`src/rtl/seq_detect_pkg.sv`:
```
// Shared constants and elaboration-time helpers for the Moore sequence detector.
package seq_detect_pkg;

    localparam int unsigned MAX_PAT_LEN = 16;

    // Width of a state register holding values 0..pat_len.
    function automatic int unsigned state_width(input int unsigned pat_len);
        return $clog2(pat_len + 1);
    endfunction

    // i-th received bit of the pattern (i = 0 is the first bit on the wire).
    function automatic logic pat_bit(input logic [MAX_PAT_LEN-1:0] pat,
                                     input int unsigned len,
                                     input int unsigned i);
        return 1'(pat >> (len - 1 - i));
    endfunction

    // Longest proper prefix of the first k pattern bits that is also a suffix of them.
    function automatic int unsigned fail_of(input logic [MAX_PAT_LEN-1:0] pat,
                                            input int unsigned len,
                                            input int unsigned k);
        logic ok;
        if (k <= 1) return 0;
        for (int unsigned l = k - 1; l >= 1; l--) begin
            ok = 1'b1;
            for (int unsigned j = 0; j < l; j++) begin
                if (pat_bit(pat, len, j) != pat_bit(pat, len, k - l + j)) ok = 1'b0;
            end
            if (ok) return l;
        end
        return 0;
    endfunction

    // Next state after receiving bit b in state k; a full match restarts from
    // its failure value when overlapping, from zero otherwise.
    function automatic int unsigned next_state(input logic [MAX_PAT_LEN-1:0] pat,
                                               input int unsigned len,
                                               input bit overlap,
                                               input int unsigned k,
                                               input logic b);
        int unsigned s;
        s = k;
        if (s == len) s = overlap ? fail_of(pat, len, len) : 0;
        for (int unsigned it = 0; it <= MAX_PAT_LEN; it++) begin
            if (pat_bit(pat, len, s) == b) return s + 1;
            if (s == 0) return 0;
            s = fail_of(pat, len, s);
        end
        return 0;
    endfunction

endpackage

```
`src/rtl/seq_detect_moore_sat_counter.sv`:
```
// Saturating up-counter with synchronous clear and a registered saturation flag.
module sat_counter #(
    parameter int unsigned W = 8
) (
    input  logic         clk,
    input  logic         rst,
    input  logic         clr,
    input  logic         inc,
    output logic [W-1:0] cnt,
    output logic         sat
);

    logic [W-1:0] cnt_q, cnt_d;
    logic         sat_q;

    // Next count: clear wins, otherwise increment until all ones.
    always_comb begin
        cnt_d = cnt_q;
        if (clr) begin
            cnt_d = '0;
        end else if (inc && (cnt_q != {W{1'b1}})) begin
            cnt_d = cnt_q + W'(1);
        end
    end

    // Count and saturation flag registers.
    always_ff @(posedge clk or negedge rst) begin
        if (!rst) begin
            cnt_q <= '0;
            sat_q <= 1'b0;
        end else begin
            cnt_q <= cnt_d;
            sat_q <= &cnt_d;
        end
    end

    assign cnt = cnt_q;
    assign sat = sat_q;

endmodule

```
`src/rtl/seq_detect_moore.sv`:
```
// Moore serial pattern detector with KMP transitions and a saturating match count.
module seq_detect_moore
    import seq_detect_pkg::*;
#(
    parameter int unsigned            PAT_LEN = 4,
    parameter logic [PAT_LEN-1:0]     PATTERN = 4'b1011,
    parameter bit                     OVERLAP = 1'b0,
    parameter int unsigned            CNT_W   = 8
) (
    input  logic             clk,
    input  logic             rst,
    input  logic             clr,
    input  logic             in_valid,
    input  logic             in,
    output logic             det,
    output logic [CNT_W-1:0] match_cnt,
    output logic             cnt_sat
);

    localparam int unsigned               SW      = state_width(PAT_LEN);
    localparam logic [MAX_PAT_LEN-1:0]    PAT_EXT = MAX_PAT_LEN'(PATTERN);

    logic [SW-1:0] st_q, st_d;
    logic [SW-1:0] st_nxt_c;
    logic          inc_c;
    logic [SW-1:0] nxt0 [PAT_LEN+1];
    logic [SW-1:0] nxt1 [PAT_LEN+1];

    // Constant transition table, folded at elaboration.
    for (genvar k = 0; k <= PAT_LEN; k++) begin : g_nxt
        assign nxt0[k] = SW'(next_state(PAT_EXT, PAT_LEN, OVERLAP, k, 1'b0));
        assign nxt1[k] = SW'(next_state(PAT_EXT, PAT_LEN, OVERLAP, k, 1'b1));
    end

    // State register.
    always_ff @(posedge clk or negedge rst) begin
        if (!rst) begin
            st_q <= '0;
        end else begin
            st_q <= st_d;
        end
    end

    // Next state and match-count strobe; clear discards the sampled bit.
    always_comb begin
        st_nxt_c = in ? nxt1[st_q] : nxt0[st_q];
        st_d     = st_q;
        inc_c    = 1'b0;
        if (clr) begin
            st_d = '0;
        end else if (in_valid) begin
            st_d  = st_nxt_c;
            inc_c = (st_nxt_c == SW'(PAT_LEN));
        end
    end

    // Moore output decoded from the state register only.
    always_comb begin
        det = 1'b0;
        if (st_q == SW'(PAT_LEN)) det = 1'b1;
    end

    sat_counter #(
        .W (CNT_W)
    ) u_cnt (
        .clk (clk),
        .rst (rst),
        .clr (clr),
        .inc (inc_c),
        .cnt (match_cnt),
        .sat (cnt_sat)
    );

endmodule

```
`config.mk`:
```
export PLATFORM = sky130hd
export DESIGN_NAME = seq_detect_moore
export DESIGN_NICKNAME = d
export VERILOG_FILES = /design/src/rtl/seq_detect_pkg.sv /design/src/rtl/seq_detect_moore_sat_counter.sv /design/src/rtl/seq_detect_moore.sv
export SDC_FILE = /design/constraint.sdc
export NUM_CORES = 1
export LEC_CHECK = 0
export BUFFER_PORTS_ARGS = -buffer_cell sky130_fd_sc_hd__buf_2
export CAP_MARGIN = 20
export CORE_MARGIN = 3
export CORE_UTILIZATION = 40
export DETAILED_ROUTE_END_ITERATION = 10
export GPL_ROUTABILITY_DRIVEN = 0
export GPL_TIMING_DRIVEN = 0
export SLEW_MARGIN = 20
export SYNTH_ARGS = -nofsm -noshare
export SYNTH_HDL_FRONTEND = slang
export SYNTH_SLANG_ARGS = --single-unit
```
`constraint.sdc`:
```
create_clock -name clk -period 1.8 [get_ports clk]
set_input_delay 0.18 -clock clk [delete_from_list [all_inputs] [get_ports clk]]
set_output_delay 0.18 -clock clk [all_outputs]
set_load 0.05 [all_outputs]
```
# [Word-level counts from Yosys, hierarchy flattened]
# Memory sizes are Yosys's and may differ from the RTL's.
# Cells that the tools add are included.
[classes] addsub=1 mul=0 n_div=0 magnitude_cmp=1 n_eq_ne=3 n_shift=0 n_mux=12 bitwise=1 n_reduce_logical=3
[ops] operator="3-bit two-way mux" count=7
[ops] operator="8-bit two-way mux" count=2
[ops] operator="8-bit by 1-bit adder with 8-bit output (second input constant)" count=1
[ops] operator="8-bit inequality test (second input constant)" count=1
[ops] operator="8-bit AND reduction" count=1
[ops] operator="3-bit equality test (second input constant)" count=2
[ops] operator="4-bit >= comparator (second input constant)" count=1
[ops] operator="3-bit NOT with 4-bit output" count=1
[ops] operator="1-bit two-way mux" count=3
[ops] operator="2-bit nonzero test" count=1
[ops] operator="1-bit logical AND" count=1
[word_totals] reg_bits=12 latch_bits=0 ram_bits=0 rom_bits=48 in_bits=5 output_inout_bits=10 word_cells=26 memories=2
[memory_table] name="(no name shown)" words=8 word_bits=3 read_ports=1 rd_ports_with_merged_regs=0 write_ports=0 line="seq_detect_moore.sv:46" text="st_nxt_c = in ? nxt1[st_q] : nxt0[st_q];"
[memory_table] name="(no name shown)" words=8 word_bits=3 read_ports=1 rd_ports_with_merged_regs=0 write_ports=0 line="seq_detect_moore.sv:46"

# [Depth between registers and ports, before layout]
# Gate-level depths: netlist (run 1).
[depth] word_depth=12 mapped_depth=6 mapped_depth_nobuf=6

# [Hierarchy]
# From an unflattened synthesis (run 1), not the netlist that was laid out.
[unflattened] hier_cells=70 hier_area_um2=711.9
[by_module_without_submodules] module="sat_counter" n_inst=1 cells_each=52 area_each_um2=535.5 seq_area_each_um2=225.2
[by_module_without_submodules] module="seq_detect_moore" n_inst=1 cells_each=18 area_each_um2=176.4 seq_area_each_um2=75.1

# [Worst setup path before layout (run 1)]
# No wires, ideal clock.
[synth_path] path_kind="register to register" from="register u_cnt.cnt_q[0], in the netlist u_cnt.cnt[0]" to="register u_cnt.sat_q, in the netlist u_cnt.sat" setup_time_ps=130 arrival_ps=1975 required_time_ps=1670 path_slack_ps=-304 stages_incl_launch_ff=7 n_path_buf=0 period_less_slack_ps=2104 path_cell_list="dfrtp_1 > ha_1 > nand3_1 > o41ai_1 > a21oi_1 > o21ai_1 > a2111oi_2"
[synth_between] elab_chain_cells=5 word_cells_on_any_way=6 classes_between="add/sub: 1; eq/ne: 1; mux: 2; reduce/logical: 2"
[synth_rtl] element="from (decl)" line="seq_detect_moore_sat_counter.sv:13" text="logic [W-1:0] cnt_q, cnt_d;"
[synth_rtl] element="from (signal assigned)" line="seq_detect_moore_sat_counter.sv:32" text="cnt_q <= cnt_d;"
[synth_rtl] element="branches (longest 2 deep; another with 8-bit by 1-bit adder with 8-bit output)"
[synth_rtl] element="8-bit two-way mux *" line="seq_detect_moore_sat_counter.sv:21" text="end else if (inc && (cnt_q != {W{1'b1}})) begin"
[synth_rtl] element="8-bit two-way mux *" line="seq_detect_moore_sat_counter.sv:19" text="if (clr) begin"
[synth_rtl] element="8-bit AND reduction *" line="seq_detect_moore_sat_counter.sv:33" text="sat_q <= &cnt_d;"
[synth_rtl] element="to (signal assigned)" line="seq_detect_moore_sat_counter.sv:33"
[synth_rtl] element="to (decl)" line="seq_detect_moore_sat_counter.sv:14" text="logic sat_q;"
# Every way passes the cells marked *.
# A chain may end at the register's enable or synchronous reset.

# [Worst setup path after layout (run 1)]
# Same ends and word-level chain as after synthesis.

==> qor.yml, run 1 <==
root_buffer: "clkbuf_4"
p_sw_uw: 121.6
setup_violations: 0
p_int_uw: 369.9
timing.fmax_ghz: 0.5559
swShare_pct: 24.74
cts_buffers: 3
cp-end-kind: "flip-flop"
portBuffers: 14
layout.nets: 107
initial_utilization_pct: 45.81
via_per_inst: 5.532
firstDrtPassIters: 5
timing.final.ws_setup_ns: 0.0009854
rsz0062_at_grt: "yes"
synth.ff_latch_count: 12
netlist_area_sq_um: 738.2
cp.required_ns: 1.96
pin_count: 15
fp.coreArea_sq_mm: 0.001612
crit_fanout: 6
slew_headroom_pct: 66.06
period_minus_slack_ns: 1.799
dp_cells: 113
hold_violations: 0
clockBufferDepth: 2
fin_util_pct: 63.82
drc: 0
layout_commonest_cell: "buf_2"
yosysUniqueCellTypes: 39
power_leakage_nw: 0.4281
grt_pass1_wl_microns: 2856
clk_pin_slew_ns: 0.08
max-cap-violations: 0
final_cell_mix: "buf_2 (14), dfrtp_2 (10), nand2_1 (7)"
routedWlPerCell_microns: 14.47
die_w_microns: 48.96
synthCells: 75
powerDensity_mw_per_mm2: 477.8
clock_latency_ns: 0.28
grt_max_degree: 13
cts_tree: "yes"
ant_nets: 0
grt.total_usage_pct: 15.64
vdd_ir_drop_max_uv: 341.0
stdcell_count: 124
drive_above_1_share_pct: 51.00
routed_wl_microns: 1794
critPathLaunchType: "flip-flop"
syn2layout_area_growth_pct: 39.32
finalCritPeriodShare_pct: 99.95
power_frac_clock_pct: 37.3
syn_avg_cell_area_sq_um: 9.843
rows: 14
critical_path_class: "flip-flop to flip-flop"
insertedDiodeCount: 0
arrival_ns: 1.96
p_seq_share_pct: 55.9
clock_sinks: 12
grt-ovfl-total: 0
antenna_found_initial: 0
drv_slew: 0
seq_area_frac_synth_pct: 40.68
n_fill_cell: 138
hold_class: "input port to flip-flop"
initialDrtViolationCount: 15
total_power_uw: 491.4
dpl_worst_slack_ns: -0.1308
place_hpwl_microns: 1176
vias: 686
htreeDepth: 1
synth_warnings: 0
first_global_vias: 631
comb_power_share_pct: 6.8
synth_nets: 81
outcome: "complete, no violations"
fin_skew_ns: 0.001900
die_h_microns: 48.96
max_slew.worst_pin.slew_ns: 0.5091
die_area_sq_mm: 0.002397
-- sequential cells by signal (all words and copies together), names as in the netlist --
register   cells
u_cnt.cnt      8
st_q           3
u_cnt.sat      1
-- final cells by class --
class	instances	area, sq um	share of cell area (%)
repair buffers	21	125.1	12.17
plain buffers	1	3.754	0.3650
multi-input cells	59	519.2	50.49
inverters	3	11.26	1.095
clock buffers	4	26.28	2.555
flip-flops and latches	12	312.8	30.41
well taps	24	30.03	2.920
-- stage by stage --
step           hold slack, ns  area, sq um   TNS, ns
2_1_floorplan         -0.1156        775.7         0
3_3_place_gp          0.07669        875.8   -0.1466
3_5_place_dp          0.08095        875.8   -0.1308
4_1_cts                0.2023        927.1         0
5_1_grt                0.2126         1028  -0.05926
6_report               0.2084         1028         0
-- critical path, stage by stage, from the launching register on --
cell,delay (ns)
dfrtp_2,0.44
ha_4,0.21
nand3_2,0.17
o41ai_4,0.45
a21oi_1,0.08
o21ai_1,0.23
a2111oi_4,0.10
-- power groups by stage --
stage	Clock, mW	Combinational (mW)	Sequential (mW)
2_1_floorplan	0	0.0116	0.279
3_3_place_gp	0	0.0277	0.280
3_5_place_dp	0	0.0281	0.280
4_1_cts	0.186	0.0299	0.274
5_1_grt	0.208	0.0376	0.275
6_report	0.183	0.0336	0.275
-- cell usage after synthesis --
cell type | n | area, sq um
o41ai_1 | 2 | 17.52
or3_1 | 2 | 12.51
ha_1 | 1 | 12.51
nand2_2 | 1 | 6.260
or2_1 | 1 | 6.260
or4_1 | 1 | 7.510
o21ai_0 | 2 | 10.01
clkbuf_1 | 1 | 3.750
dfrtp_1 | 12 | 300.3
inv_1 | 3 | 11.26
o31a_1 | 1 | 8.760
a21boi_2 | 1 | 11.26
and3_1 | 1 | 6.260
nor4_1 | 1 | 6.260
a211oi_1 | 1 | 7.510
a41oi_2 | 1 | 16.27
nand2_1 | 7 | 26.28
nand3b_4 | 1 | 20.02
nand3b_1 | 1 | 7.510
a22oi_1 | 1 | 7.510
mux2_1 | 1 | 11.26
and2b_1 | 1 | 7.510
xnor2_1 | 1 | 8.760
a21oi_1 | 5 | 25.02
nand3_1 | 5 | 25.02
o2111ai_1 | 1 | 8.760
and4_4 | 1 | 11.26
xor2_1 | 1 | 8.760
nand3b_2 | 1 | 11.26
a2111oi_2 | 1 | 15.01
nor3_1 | 1 | 5.000
a311oi_2 | 1 | 15.01
a31oi_1 | 1 | 6.260
nand2b_1 | 2 | 12.51
nand4_1 | 1 | 6.260
nor3_4 | 1 | 16.27
nor2_1 | 5 | 18.77
o21ai_1 | 2 | 10.01
mux2i_1 | 1 | 10.01
-- metal layers --
layer | GRT usage [%] | part of all wire [%] | vias to the layer above
met5 | 0 | 0 | -
met4 | 8.531 | 1.8 | 0
met3 | 4.281 | 7.0 | 6
met2 | 23.98 | 46 | 25
met1 | 19.74 | 45 | 321
li1 | - | - | 334
-- timing repair --
item                                   4_1_cts  5_1_grt
hold buffers                                 1        0
setup endpoints to repair                    1        1
resized for setup                            4        9
endpoints found under the hold margin       12        0
buffers inserted                             1        5
pin swaps                                    1        6
-- logic make-up (layout without fill, tap and decap cells) --
| group | after synthesis | count (layout) | share of synthesized area (%) |
|---|---|---|---|
| adders and majority gates | 1 | 1 | 1.695 |
| and+or+nand+nor | 34 | 34 | 28.82 |
| buffers and inverters | 4 | 29 | 2.033 |
| AOI/OAI and AO/OA | 20 | 20 | 21.53 |
| muxes | 2 | 2 | 2.881 |
| xor gates and xnor gates | 2 | 2 | 2.373 |
| DFF | 12 | 12 | 40.68 |
-- worst paths after layout --
| check | start | to | slack (ns) | cells after the start |
|---|---|---|---|---|
| setup / recovery | u_cnt.cnt[0]$_DFF_PN0_ | u_cnt.sat$_DFF_PN0_ | 0.001 | 6 |
| hold / removal | in | st_q[0]$_DFFE_PN0P_ | 0.21 | 3 |
| setup reg to reg | u_cnt.cnt[0]$_DFF_PN0_ | u_cnt.sat$_DFF_PN0_ | 0.001 | 6 |
| hold reg to reg | st_q[2]$_DFFE_PN0P_ | st_q[2]$_DFFE_PN0P_ | 0.57 | 2 |
| max in group asynchronous | rst | u_cnt.cnt[2]$_DFF_PN0_ | 1.25 | 2 |
| min in group asynchronous | rst | u_cnt.cnt[6]$_DFF_PN0_ | 0.31 | 2 |
No activity file was read; power rests on OpenSTA's default activity.
==> inputs of run 2 (changes only) <==
- CORE_ASPECT_RATIO: default -> 0.75
==> run 2 against run 1 <==
Cell area rose by 10%. Combinational power rose by 5%. Register-to-register slack better by 0.03 ns. Wire length is 11% higher. Maximum frequency increased by 1.8%. Die area is 0.22% higher. Sequential power is essentially flat. First-iteration DRC count shrank 47%. Clock skew up 0.0078 ns. Non-clock buffer count up 10. Power up 9.4%. Via count is 8.3% higher.
==> qor.yml, run 2 (synthesis gave the netlist of run 1 again) <==
outcome: "complete, no violations"
hold_violations: 0
first_global_vias: 611
arrival_ns: 1.95
hold_class: "input port to flip-flop"
drive_above_1_share_pct: 56.36
via_per_inst: 5.672
n_fill_cell: 116
cp.required_ns: 1.98
holdWs_ns: 0.1889
cp-startpoint: "st_q[2]$_DFFE_PN0P_"
htreeDepth: 1
cp_top_family: "simple AND/OR/NAND/NOR gates"
crit_path_end: "u_cnt.sat$_DFF_PN0_"
vias: 743
critPathMaxStageDelay_ns: 0.41
cts_tree: "yes"
stdcell_count: 131
dpl_worst_slack_ns: -0.1363
fin_skew_ns: 0.009723
final_area_sq_mm: 0.001131
clk_pin_slew_ns: 0.09
cp-end-kind: "flip-flop"
rsz0062_at_grt: "no"
grt_use_met1_pct: 23.85
place_hpwl_microns: 1238
fin_tns_setup_ns: 0
layout_commonest_cell: "buf_4"
finalCritPeriodShare_pct: 98.17
die_area_sq_mm: 0.002402
clockBufferDepth: 2
drv_slew: 0
rows: 12
vdd_ir_drop_max_uv: 589.6
grt.total_usage_pct: 16.24
critical_path_class: "flip-flop to flip-flop"
slowest_stage: "dfrtp_1"
max_slew.worst_pin.slew_ns: 0.5673
root_buffer: "clkbuf_4"
timing.fmax_ghz: 0.5659
initialDrtViolationCount: 8
powerDensity_mw_per_mm2: 475.3
grt-ovfl-total: 0
met2_usage_pct: 21.46
setup_violations: 0
dp_cells: 110
routedWlPerCell_microns: 15.21
clock_latency_ns: 0.29
insertedDiodeCount: 0
cts_buffers: 3
r2r-start: "st_q[2]$_DFFE_PN0P_"
die_w_microns: 55.61
routed_wl_microns: 1992
portBuffers: 14
crit_fanout: 4
r2r.worst_path.cells: 5
layout.nets: 117
rrSetupSlack_ns: 0.03
power_leakage_nw: 0.5155
reg2reg_to: "u_cnt.sat$_DFF_PN0_"
timing.final.ws_setup_ns: 0.03292
placed_area_sq_um: 872.1
syn2layout_area_growth_pct: 53.22
crit_buf_inv: 0
largest_reg_flops: 8
antenna_found_initial: 0
met3_usage_pct: 7.295
pin_count: 15
firstDrtPassIters: 4
final_cell_mix: "buf_4 (16), buf_2 (14), dfrtp_2 (9)"
grt_pass1_wl_microns: 2946
crit_chain: "nand3b_4, or2_4, a41oi_2, mux2_4, a2111oi_4"
ant_nets: 0
grt_max_degree: 13
clock_sinks: 12
die_h_microns: 43.21
max-cap-violations: 0
period_minus_slack_ns: 1.767
fp.coreArea_sq_mm: 0.001607
initial_utilization_pct: 45.95
grt-busiest-layer: "met1"
drc: 0
slew_headroom_pct: 62.18
crit_cells: 5
critPathLaunchType: "flip-flop"
==> run 2: metal layers <==
metal	vias to the layer above	share of wire, %
li1	357	-
met1	368	51
met2	16	42
met3	2	5.7
met4	0	0.70
met5	-	0
==> run 2: worst min-delay path by stage <==
stage	start	to	slack, ns	cells past startpoint
after floorplan	rst	st_q[0]$_DFFE_PN0P_	-0.12	0
after global placement	rst	st_q[2]$_DFFE_PN0P_	0.07	1
after detailed placement	rst	u_cnt.sat$_DFF_PN0_	0.08	1
after CTS	in	st_q[0]$_DFFE_PN0P_	0.19	3
after global routing	in	st_q[0]$_DFFE_PN0P_	0.20	3
final	in	st_q[0]$_DFFE_PN0P_	0.19	3
==> run 2: worst reg2reg max path, cell delays in order (launching register included) <==
cell and delay, ns:
dfrtp_1 0.41, nand3b_4 0.19, or2_4 0.27, a41oi_2 0.20
mux2_4 0.34, a2111oi_4 0.25
==> run 2: where the power goes <==
group | internal (mW) | switching, mW | leakage [nW]
sequential | 0.271 | 0.00322 | 0.152
combinational | 0.0128 | 0.0224 | 0.342
clock | 0.123 | 0.105 | 0.0210
total | 0.407 | 0.130 | 0.515
==> run 2: stage by stage <==
| stage | power (mW) | utilization [%] |
|---|---|---|
| 2_1_floorplan | 0.2906 | - |
| 3_3_place_gp | 0.3073 | 54.28 |
| 3_5_place_dp | 0.3081 | 54.28 |
| 4_1_cts | 0.5368 | 58.57 |
| 5_1_grt | 0.5591 | 70.41 |
| 6_report | 0.5376 | 70.41 |
==> run 2: layout make-up <==
cell class / count / area, sq um / area share [%]
Multi-Input combinational cell: 59 / 541.8 / 47.90
Sequential cell: 12 / 311.5 / 27.54
Timing Repair Buffer: 31 / 200.2 / 17.70
Clock buffer: 4 / 36.28 / 3.208
Tap cell: 21 / 26.28 / 2.323
Inverter: 3 / 11.26 / 0.9956
Buffer: 1 / 3.754 / 0.3319
==> run 2: repair_timing <==
| action | CTS | global route |
|---|---|---|
| pin swaps | 0 | 5 |
| hold buffers | 1 | 0 |
| setup endpoints to repair | 1 | 1 |
| endpoints found under the hold margin | 12 | 0 |
| gates resized for setup | 3 | 11 |
| buffers inserted | 2 | 14 |
==> inputs of run 3 (changes only) <==
- CELL_PAD_IN_SITES_DETAIL_PLACEMENT: default -> 0
- CELL_PAD_IN_SITES_GLOBAL_PLACEMENT: default -> 1
- CORE_UTILIZATION: 40 -> 36
- PLACE_DENSITY_LB_ADDON: default -> 0.1
==> run 3 against run 2 <==
Worst setup slack better by 0.0022 ns. Clock skew down 0.0088 ns. Maximum frequency increased by 0.13%. Register-to-register slack about the same. Global-route usage is 0.20 points lower. Wire length increased by 7.8%. Non-clock buffer count down 2. Final cell count down 0.76%.
==> qor.yml, run 3 (synthesis gave the netlist of run 1 again) <==
die_w_microns: 58.29
clock_sinks: 12
grt_pass1_wl_microns: 3036
routed_wl_microns: 2147
fin_skew_ns: 0.0009470
clockBufferDepth: 2
hold_class: "input port to flip-flop"
critPathMaxStageDelay_ns: 0.44
crit_buf_inv: 0
grt_max_degree: 13
crit_fanout: 7
arrival_ns: 1.95
crit_cells: 5
grt-ovfl-total: 0
rows: 13
critPathLaunchType: "flip-flop"
setup_violations: 0
cp_top_family: "compound AO/OA/AOI/OAI gates"
r2r-start: "u_cnt.cnt[4]$_DFF_PN0_"
grt.total_usage_pct: 16.03
comb_power_share_pct: 7.0
clk_pin_slew_ns: 0.08
fp.coreArea_sq_mm: 0.001838
cts_buffers: 3
syn2layout_area_growth_pct: 54.07
p_seq_share_pct: 51.4
slowest_stage: "dfrtp_2"
max_slew.worst_pin.slew_ns: 0.5405
first_global_vias: 645
antenna_found_initial: 0
drv_slew: 0
r2r.worst_path.cells: 5
slew_headroom_pct: 63.97
cp.required_ns: 1.98
vdd_ir_drop_max_uv: 426.9
critical_path_class: "flip-flop to flip-flop"
power_frac_clock_pct: 41.6
via_per_inst: 5.646
largest_reg_flops: 8
total_power_uw: 534.5
final_cell_mix: "buf_2 (14), buf_4 (14), dfrtp_2 (10)"
cts_tree: "yes"
cp-startpoint: "u_cnt.cnt[4]$_DFF_PN0_"
timing.fmax_ghz: 0.5666
period_minus_slack_ns: 1.765
drive_above_1_share_pct: 58.33
root_buffer: "clkbuf_4"
reg2reg_to: "u_cnt.sat$_DFF_PN0_"
clock_latency_ns: 0.28
powerDensity_mw_per_mm2: 470.0
die_h_microns: 45.22
drc: 0
initial_utilization_pct: 40.16
stdcell_count: 130
outcome: "complete, no violations"
layout.nets: 115
place_hpwl_microns: 1281
routedWlPerCell_microns: 16.52
die_area_sq_mm: 0.002636
initialDrtViolationCount: 20
insertedDiodeCount: 0
vias: 734
pin_count: 15
power_leakage_nw: 0.5090
finalCritPeriodShare_pct: 98.05
crit_path_end: "u_cnt.sat$_DFF_PN0_"
hold_violations: 0
cp-end-kind: "flip-flop"
portBuffers: 14
max-cap-violations: 0
p_int_uw: 408.4
p_sw_uw: 126.1
crit_chain: "and4_4, a211oi_2, a311oi_2, o2111ai_2, a2111oi_4"
swShare_pct: 23.60
firstDrtPassIters: 4
htreeDepth: 1
dp_cells: 111
ant_nets: 0
rrSetupSlack_ns: 0.04
[run 3: cell type report]
type | instances | area, sq um
flip-flops and latches | 12 | 312.8
fillers | 138 | 700.7
multi-input cells | 59 | 560.5
repair buffers | 29 | 185.2
well taps | 22 | 27.53
plain buffers | 1 | 3.754
clock buffers | 4 | 36.28
inverters | 3 | 11.26
[run 3: metrics by stage]
stage | TNS, ns | setup slack [ns] | utilization, % | hold slack [ns] | area (sq um)
floorplan | 0 | 0.002331 | - | -0.1156 | 775.7
global placement | -0.1546 | -0.1546 | 47.52 | 0.06861 | 873.3
detailed placement | -0.1120 | -0.1120 | 47.52 | 0.08731 | 873.3
CTS | 0 | 0.01486 | 51.26 | 0.1920 | 942.2
global route | -0.01430 | -0.01430 | 61.88 | 0.1935 | 1137
finish | 0 | 0.03517 | 61.88 | 0.1946 | 1137
[run 3: routing by layer]
metal  track usage (%)  up-vias  wire length [microns]
met3             6.286        4                    136
met4             5.556        0                     49
li1                  -      351                      -
met1             22.11      353                   1011
met2             22.72       26                    949
met5                 0        -                      0
[run 3: worst min-delay path, cell delays in order]
cell and delay [ns]:
buf_2 0.14, nand3_1 0.07, a21oi_1 0.05
[run 3: worst min path at each step]
stage	startpoint	endpoint	slack [ns]	depth (start not counted)
4_1_cts	in_valid	st_q[0]$_DFFE_PN0P_	0.19	3
3_5_place_dp	rst	st_q[0]$_DFFE_PN0P_	0.09	1
3_3_place_gp	rst	st_q[0]$_DFFE_PN0P_	0.07	1
5_1_grt	in	st_q[0]$_DFFE_PN0P_	0.19	3
2_1_floorplan	rst	st_q[0]$_DFFE_PN0P_	-0.12	0
6_report	in	st_q[0]$_DFFE_PN0P_	0.19	3
[run 3: what timing repair did]
item	CTS	global route
gates resized for setup	4	15
hold buffers	1	0
endpoints found under the hold margin	12	0
setup buffers	2	12
setup endpoints to repair	1	1
pin swaps	1	8
[run 3: power by group through the flow]
stage,Combinational [mW],Sequential (mW),Clock [mW]
final,0.0374,0.275,0.222
after global routing,0.0412,0.275,0.251
after CTS,0.0312,0.275,0.227
after detailed placement,0.0291,0.280,0
after global placement,0.0280,0.280,0
after floorplan,0.0116,0.279,0
